--- config.mk ---
export PLATFORM = sky130hd
export DESIGN_NAME = htif_mem_initiator
export DESIGN_NICKNAME = d
export VERILOG_FILES = /design/src/rtl/htif_mem_initiator.sv
export SDC_FILE = /design/constraint.sdc
export NUM_CORES = 1
export LEC_CHECK = 0
export CORE_UTILIZATION = 45
export CTS_CLUSTER_SIZE = 24
export DETAILED_ROUTE_END_ITERATION = 10
export PLACE_DENSITY = 0.81
export SETUP_SLACK_MARGIN = 0.2
export SLEW_MARGIN = 40
export SYNTH_ARGS = -nofsm -noshare
export SYNTH_HDL_FRONTEND = slang
export SYNTH_SLANG_ARGS = --single-unit
--- constraint.sdc ---
create_clock -name clk -period 3.3 [get_ports clk]
set_clock_uncertainty 0.15 [all_clocks]
set_input_delay 0.495 -clock clk [delete_from_list [all_inputs] [get_ports clk]]
set_output_delay 0.495 -clock clk [all_outputs]
set_load 0.03 [all_outputs]
--- src/rtl/htif_mem_initiator.sv ---
// htif_mem_initiator: host-side initiator for the HTIF memory port.
// Host side: host_cmd_* (rw/addr command), host_wdata_* (4 words per write line),
//            host_rdata_* (4 words per read line, word 0 first), error/error_clr (sticky abort flag).
// Memory side: htif_req_* (one outstanding request, rolling tag), htif_resp_* (tagged load data or nack).
module htif_mem_initiator #(
  parameter int TAG_W     = 4,
  parameter int MAX_RETRY = 7,
  parameter int TIMEOUT   = 1023
) (
  input  logic             clk,
  input  logic             reset_n,
  input  logic             host_cmd_val,
  output logic             host_cmd_rdy,
  input  logic             host_cmd_rw,
  input  logic [13:0]      host_cmd_addr,
  input  logic             host_wdata_val,
  output logic             host_wdata_rdy,
  input  logic [31:0]      host_wdata,
  output logic             host_rdata_val,
  input  logic             host_rdata_rdy,
  output logic [31:0]      host_rdata,
  output logic             error,
  input  logic             error_clr,
  output logic             htif_req_val,
  input  logic             htif_req_rdy,
  output logic             htif_req_rw,
  output logic [13:0]      htif_req_addr,
  output logic [127:0]     htif_req_data,
  output logic [TAG_W-1:0] htif_req_tag,
  input  logic             htif_resp_val,
  input  logic             htif_resp_nack,
  input  logic [127:0]     htif_resp_data,
  input  logic [TAG_W-1:0] htif_resp_tag
);
  localparam int RW = $clog2(MAX_RETRY + 1);
  localparam int TW = $clog2(TIMEOUT + 1);
  typedef enum logic [2:0] {IDLE, GATHER, REQ, WAIT, DRAIN} state_t;
  state_t           r_state, w_next;
  logic             r_cmd_rdy, r_rw, r_error;
  logic [13:0]      r_addr;
  logic [127:0]     r_line;
  logic [TAG_W-1:0] r_tag, r_exp;
  logic [RW-1:0]    r_retry;
  logic [TW-1:0]    r_timer;
  logic [1:0]       r_idx;
  logic             w_cmd_hs, w_wd_hs, w_req_hs, w_match, w_bad, w_ack, w_retry, w_abort, w_rd_hs;
  always_comb begin
    w_cmd_hs = r_cmd_rdy & host_cmd_val;
    w_wd_hs  = (r_state == GATHER) & host_wdata_val;
    w_req_hs = (r_state == REQ) & htif_req_rdy;
    w_match  = (r_state == WAIT) & htif_resp_val & (htif_resp_tag == r_exp);
    w_bad    = (r_state == WAIT) & htif_resp_val & (htif_resp_tag != r_exp);
    w_ack    = w_match & ~htif_resp_nack;
    w_retry  = w_match & htif_resp_nack & (r_retry < RW'(MAX_RETRY));
    // a matching response takes priority over a timeout in the same cycle
    w_abort  = (w_match & htif_resp_nack & ~w_retry) |
               ((r_state == WAIT) & ~w_match & (r_timer == TW'(TIMEOUT)));
    w_rd_hs  = (r_state == DRAIN) & host_rdata_rdy;
    w_next   = r_state;
    case (r_state)
      IDLE:    w_next = w_cmd_hs ? (host_cmd_rw ? GATHER : REQ) : IDLE;
      GATHER:  w_next = (w_wd_hs && r_idx == 2'd3) ? REQ : GATHER;
      REQ:     w_next = w_req_hs ? (r_rw ? IDLE : WAIT) : REQ;
      WAIT:    w_next = w_retry ? REQ : (w_ack | w_abort) ? DRAIN : WAIT;
      DRAIN:   w_next = (w_rd_hs && r_idx == 2'd3) ? IDLE : DRAIN;
      default: w_next = IDLE;
    endcase
  end
  // cmd_rdy is registered so it stays low while reset is held
  always_ff @(posedge clk or negedge reset_n) begin
    if (!reset_n) begin
      r_state   <= IDLE;
      r_cmd_rdy <= 1'b0;
      r_rw      <= 1'b0;
      r_addr    <= '0;
      r_line    <= '0;
      r_tag     <= '0;
      r_exp     <= '0;
      r_retry   <= '0;
      r_timer   <= '0;
      r_idx     <= '0;
      r_error   <= 1'b0;
    end else begin
      r_state   <= w_next;
      r_cmd_rdy <= (w_next == IDLE);
      r_error   <= w_bad | w_abort | (r_error & ~error_clr);
      if (w_cmd_hs) begin
        r_rw    <= host_cmd_rw;
        r_addr  <= host_cmd_addr;
        r_idx   <= '0;
        r_retry <= '0;
      end
      if (w_wd_hs) begin
        r_line[{r_idx, 5'b0} +: 32] <= host_wdata;
        r_idx <= r_idx + 2'd1;
      end
      if (w_req_hs) begin
        r_tag   <= r_tag + 1'b1;
        r_exp   <= r_tag;
        r_timer <= '0;
      end
      if (r_state == WAIT) r_timer <= r_timer + 1'b1;
      if (w_retry) r_retry <= r_retry + 1'b1;
      if (w_ack) r_line <= htif_resp_data;
      if (w_abort) r_line <= '0;
      if (w_ack | w_abort) r_idx <= '0;
      if (w_rd_hs) r_idx <= r_idx + 2'd1;
    end
  end
  assign host_cmd_rdy   = r_cmd_rdy;
  assign host_wdata_rdy = (r_state == GATHER);
  assign host_rdata_val = (r_state == DRAIN);
  assign host_rdata     = r_line[{r_idx, 5'b0} +: 32];
  assign error          = r_error;
  assign htif_req_val   = (r_state == REQ);
  assign htif_req_rw    = r_rw;
  assign htif_req_addr  = r_addr;
  assign htif_req_data  = r_line;
  assign htif_req_tag   = r_tag;
endmodule

; ---- After elaboration in Yosys (flattened, before gate mapping)
; Index checks and enable logic that the tools add are counted.
[totals]
register_bits = 171
out_inout_bits = 184
[classes]
shift = 3
order_cmp = 1
n_reduce_logical = 8
mux = 21
addsub = 5
n_eq_ne = 8
bitwise = 22
[op_table]
columns = op, count
row1 = 128-bit two-way mux, 3
row2 = 128-bit bitwise mux, 1
row3 = "32-bit by 9-bit variable shift with 128-bit output, first input constant", 1
row4 = 128-bit by 8-bit indexed part select with 32-bit output, 1
row5 = 32-bit by 9-bit indexed part select with 128-bit output, 1
row6 = 10-bit two-way mux, 2
row7 = 2-bit two-way mux, 9
row8 = 3-bit two-way mux, 5
row9 = 3-bit case mux with 5 select lines, 1
row10 = 1-bit AND, 14
row11 = "10-bit by 1-bit adder with 10-bit output, second input constant", 1
row12 = "10-bit == test, second input constant", 1
row13 = 7-bit negator with 9-bit output, 1
row14 = "3-bit by 2-bit == test with 1-bit output, second input constant", 2
row15 = 3-bit logical NOT, 2
row16 = "4-bit by 1-bit adder with 4-bit output, second input constant", 1
row17 = 4-bit == test, 1
row18 = 4-bit != test, 1
row19 = 1-bit inverter, 4
row20 = 1-bit bitwise OR, 4
row21 = 2-bit nonzero test, 2
row22 = 4-bit nonzero test, 1
row23 = "3-bit by 1-bit adder with 3-bit output, second input constant", 1
row24 = "3-bit by 1-bit == test with 1-bit output, second input constant", 1
row25 = other kinds (6), 7

; ---- Logic depth before layout (Yosys ltp)
[logic_depth]
depth_word = 13
mapped_depth = 11

; ---- Least setup slack after synthesis
; Ideal clock, no wire load.
[synth_path]
path_type = reg2reg
start = register r_idx[1]
end = register r_line[66] (netlist: htif_req_data[66])
n_path_buf = 4
synth_period_minus_slack_ns = 2.666
t_arrival_ns = 2.430
path_slack_ns = 0.634
path_stages_with_launch = 12
cell_sequence = dfrtp_1 > clkbuf_1 > buf_1 > inv_1 > ha_1 > nor4bb_1 > clkbuf_1 > clkbuf_1 > nand2_1 > a21oi_1 > a211oi_1 > nor3_1
[synth_via]
elab_chain_len = 6
[synth_rtl]
columns = element, line
row1 = "start, declared", 45  ; logic [1:0] r_idx;
row2 = "start signal, assigned", 95  ; r_idx <= r_idx + 2'd1;
row3 = "start signal, assigned", 107  ; if (w_rd_hs) r_idx <= r_idx + 2'd1;
row4 = 7-bit negator with 9-bit output (*), 94  ; r_line[{r_idx, 5'b0} +: 32] <= host_wdata;
row5 = 32-bit by 9-bit indexed part select with 128-bit output or 32-bit by 9-bit variable shift with 128-bit output (tied branches), 94
row6 = 128-bit bitwise mux (*), 94
row7 = 128-bit two-way mux (*), 93  ; if (w_wd_hs) begin
row8 = 128-bit two-way mux (*), 104  ; if (w_ack) r_line <= htif_resp_data;
row9 = 128-bit two-way mux (*), 105  ; if (w_abort) r_line <= '0;
row10 = "end signal, assigned by index", 94
row11 = "end signal, assigned", 104
row12 = "end, declared", 41  ; logic [127:0] r_line;
; Every way passes the cells marked *; elsewhere a longest branch is shown, timed or not. The select of a mux whose other input is x is not followed.
; A chain may end at the register's enable or synchronous reset.

; ---- Worst setup path in the final report
[layout_path]
start = register r_idx[0]
end = output host_rdata[24]
[layout_via]
elab_chain_len = 1
[layout_rtl]
columns = element, line
row1 = 128-bit by 8-bit indexed part select with 32-bit output, 113  ; assign host_rdata = r_line[{r_idx, 5'b0} +: 32];
row2 = "end, declared", 21  ; output logic [31:0] host_rdata,
; No other way between the ends.

==> run summary <==
Overall power -> 11.67 mW
Clock sink count -> 171
Max Transition Viols Final -> 0
Total Neg Setup Slack -> 0 ns
Worst setup SP type -> register
P_int -> 6.582 mW
# setup viols final -> 0
FF+latch count, synth -> 171
CP max-delay cell -> clkdlybuf4s50_1
HP Start -> r_exp[2]
Net Sw Frac -> 0.4359
Peak fanout along the critical path -> 13
R2R depth -> 7
Maximum vdd drop -> 0.7038 mV
Layout cell share with drive strength beyond 1 -> 0.1099
First-pass GRT wire length -> 58510 um
Post-synth EDFFs -> 0
Routed vias/inst -> 6.285
H-tree Lvls -> 4
Port Buffers -> 371
Pin count of the biggest net entering global routing -> 80
WL/cell -> 23.70 um
R2R Path End -> htif_req_data[13]
Outcome -> complete, no violations
Hold Slack -> 0.3544 ns
Global-route usage over all layers -> 0.3513
Comb power frac -> 0.542
DIE WIDTH -> 147.8 um
Placed insts -> 1573
Data required time of the critical path -> 2.65 ns
Peak per-stage delay on the critical path -> 0.61 ns
Max cap viols -> 0
First DRT Iteration DRCs -> 949
Relative slew margins -> 0.5278
FP Rows -> 52
Drt first pass iters -> 5
Power Density -> 816.4 mW/mm^2
Clock group share of total power -> 0.170
Seq/Total Area, Yosys -> 0.4474
Reg power frac -> 0.288
Prevailing post-synth register cell -> dfrtp_1
Crit path capture type -> output pin
Avg Inst Size Synth -> 9.651 um^2
Placer Congestion -> 0.9225
CTS tree -> built
Commonest non-fill, non-tap cell in the layout -> clkdlybuf4s50_1
Die H -> 147.8 um
Clk slew on worst S/H paths -> 0.06 ns
Kind of critical path -> reg2out
Non-Filler Instances -> 1609
Dpl ws -> 0.2562 ns
CTS root buf -> clkbuf_16
Antenna-violating nets left -> 0
Period utilization -> 0.8851
Vias in the first global route -> 9989
Worst Tran Pin Value -> 0.7083 ns
R2R setup slack -> 0.73 ns
Worst hold-check path type -> reg2reg
Vias -> 10110
Max Root-Sink Buffers -> 2
Syn_nets -> 1186
Fmax achieved -> 342.4 MHz
WL final -> 38130 um
Hold depth -> 2
Post-synthesis async set-or-reset flop share -> 1.000
Starting Density -> 0.4652
CP cell instances -> buf_6, mux4_2, clkdlybuf4s50_1
Most frequent cells in the layout -> clkdlybuf4s50_1, dfrtp_1, nand2_1
Fill count -> 1602
Fin crit period -> 2.921 ns
Yosys cell types -> 53
Reg-to-Reg Start -> r_exp[0]
Clock latency at the later pin of the worst-skew pair -> 0.42 ns
Initial antenna violation count -> 3
Switching power -> 5.087 mW
DRC -> 0
Synthesized area -> 0.009564 mm^2
DPL Wire Length -> 26910 um
RSZ-0062 raised after global routing -> no
Worst Setup Slack, final -> 0.3793 ns
Mapped Cells -> 991
Final nets -> 1519
Full die area -> 0.02184 mm^2
Core area -> 0.02056 mm^2
GRT overflow -> 0
CTS buffer count -> 17
Hold Crit Endpoint -> r_exp[2]
# IOs -> 372
Fin util -> 0.6952
Synth-to-Final Area Change -> 49.44%
Area after DPL -> 0.01368 mm^2
Critical Path AT -> 2.28 ns
Yosys warnings -> 0
Final Hold Viols -> 0
Post-route design area -> 0.01429 mm^2
Static Leak -> 5.761 nW
==> power by group through the flow <==
stage	clock [mW]	combinational [mW]	sequential (mW)
6_report	1.99	6.33	3.36
2_1_floorplan	0	2.67	4.23
3_5_place_dp	0	6.28	3.37
5_1_grt	2.10	6.65	3.43
3_3_place_gp	0	6.15	3.36
4_1_cts	2.01	6.31	3.35
==> Yosys cell counts (2+ instances only) <==
cell type / number / area (um^2)
dfrtp_1: 171 / 4279
nand2_1: 99 / 371.6
a21oi_1: 71 / 355.3
nor2_1: 70 / 262.8
a31oi_1: 66 / 412.9
and3_1: 66 / 412.9
a211oi_1: 65 / 488.0
nor3_1: 65 / 325.3
o2bb2ai_1: 62 / 543.0
clkbuf_1: 54 / 202.7
buf_2: 46 / 230.2
mux4_2: 32 / 720.7
o21ai_0: 16 / 80.08
mux2_2: 14 / 157.7
nand3_1: 9 / 45.04
inv_1: 8 / 30.03
ha_1: 7 / 87.58
nand4_1: 7 / 43.79
xnor2_1: 7 / 61.31
and2_1: 4 / 25.02
and4_1: 4 / 35.03
nor3b_1: 4 / 30.03
o31ai_1: 4 / 30.03
a21o_1: 3 / 22.52
a21bo_2: 2 / 20.02
a221o_1: 2 / 20.02
buf_1: 2 / 7.510
mux2i_1: 2 / 20.02
nand2_2: 2 / 12.51
nor4bb_1: 2 / 20.02
o22ai_1: 2 / 12.51
or2_2: 2 / 12.51
==> layer usage <==
layer | global-route usage | part of all wire
met5 | 0 | 0.00034
met4 | 0.1464 | 0.036
met3 | 0.06543 | 0.10
met2 | 0.5750 | 0.49
met1 | 0.4588 | 0.37
==> cells by family after synthesis <==
group / Yosys count / synth area share
AND/OR/NAND/NOR: 344 / 0.1763
AO/OA/AOI/OAI: 301 / 0.2147
flip-flops: 171 / 0.4474
buffers and inverters: 112 / 0.05115
multiplexers: 48 / 0.09393
XOR/XNOR: 8 / 0.007326
adder cells (fa/ha/maj): 7 / 0.009157
==> how the worst max path moves through the flow <==
stage                     start                end  slack, ns  cells after the start
2_1_floorplan          r_idx[1]  htif_req_data[66]       0.63                     11
3_3_place_gp   htif_resp_tag[3]  htif_req_data[14]       0.38                      8
3_5_place_dp   htif_resp_tag[0]  htif_req_data[13]       0.26                      8
4_1_cts                r_idx[0]     host_rdata[19]       0.23                      3
5_1_grt                r_idx[0]     host_rdata[18]       0.34                      3
6_report               r_idx[0]     host_rdata[24]       0.38                      3
==> worst max-delay path, delay by kind of cell, from the launching register on <==
kind     cells  cell delay, ns
buf+inv      2            0.86
flops        1            0.43
mux          1            0.55
==> final cells by class <==
type | count | area, um^2 | share of cell area
Tap cell | 270 | 337.8 | 0.02364
Antenna cell | 2 | 5.005 | 0.0003502
Multi-Input combinational cell | 708 | 4882 | 0.3416
Clock buffer | 18 | 439.2 | 0.03073
Clock inverter | 14 | 135.1 | 0.009455
Timing Repair Buffer | 418 | 4182 | 0.2926
Sequential cell | 171 | 4282 | 0.2996
Inverter | 8 | 30.03 | 0.002101
==> sequential cells by signal, indices dropped and copies added, names as in the netlist <==
register and count:
htif_req_data 128, htif_req_addr 14, r_timer 10, htif_req_tag 4
r_exp 4, r_retry 3, r_state 3, r_idx 2
error 1, host_cmd_rdy 1, htif_req_rw 1
==> repair_timing <==
| action | 4_1_cts | 5_1_grt |
|---|---|---|
| pin swaps | 0 | 0 |
| setup endpoints to repair | 12 | 7 |
| hold buffers | 1 | 0 |
| setup buffers | 0 | 1 |
| gates resized for setup | 1 | 3 |
| hold endpoints to repair | 2 | 0 |
Note: power is estimated with default switching activity, not from simulation.
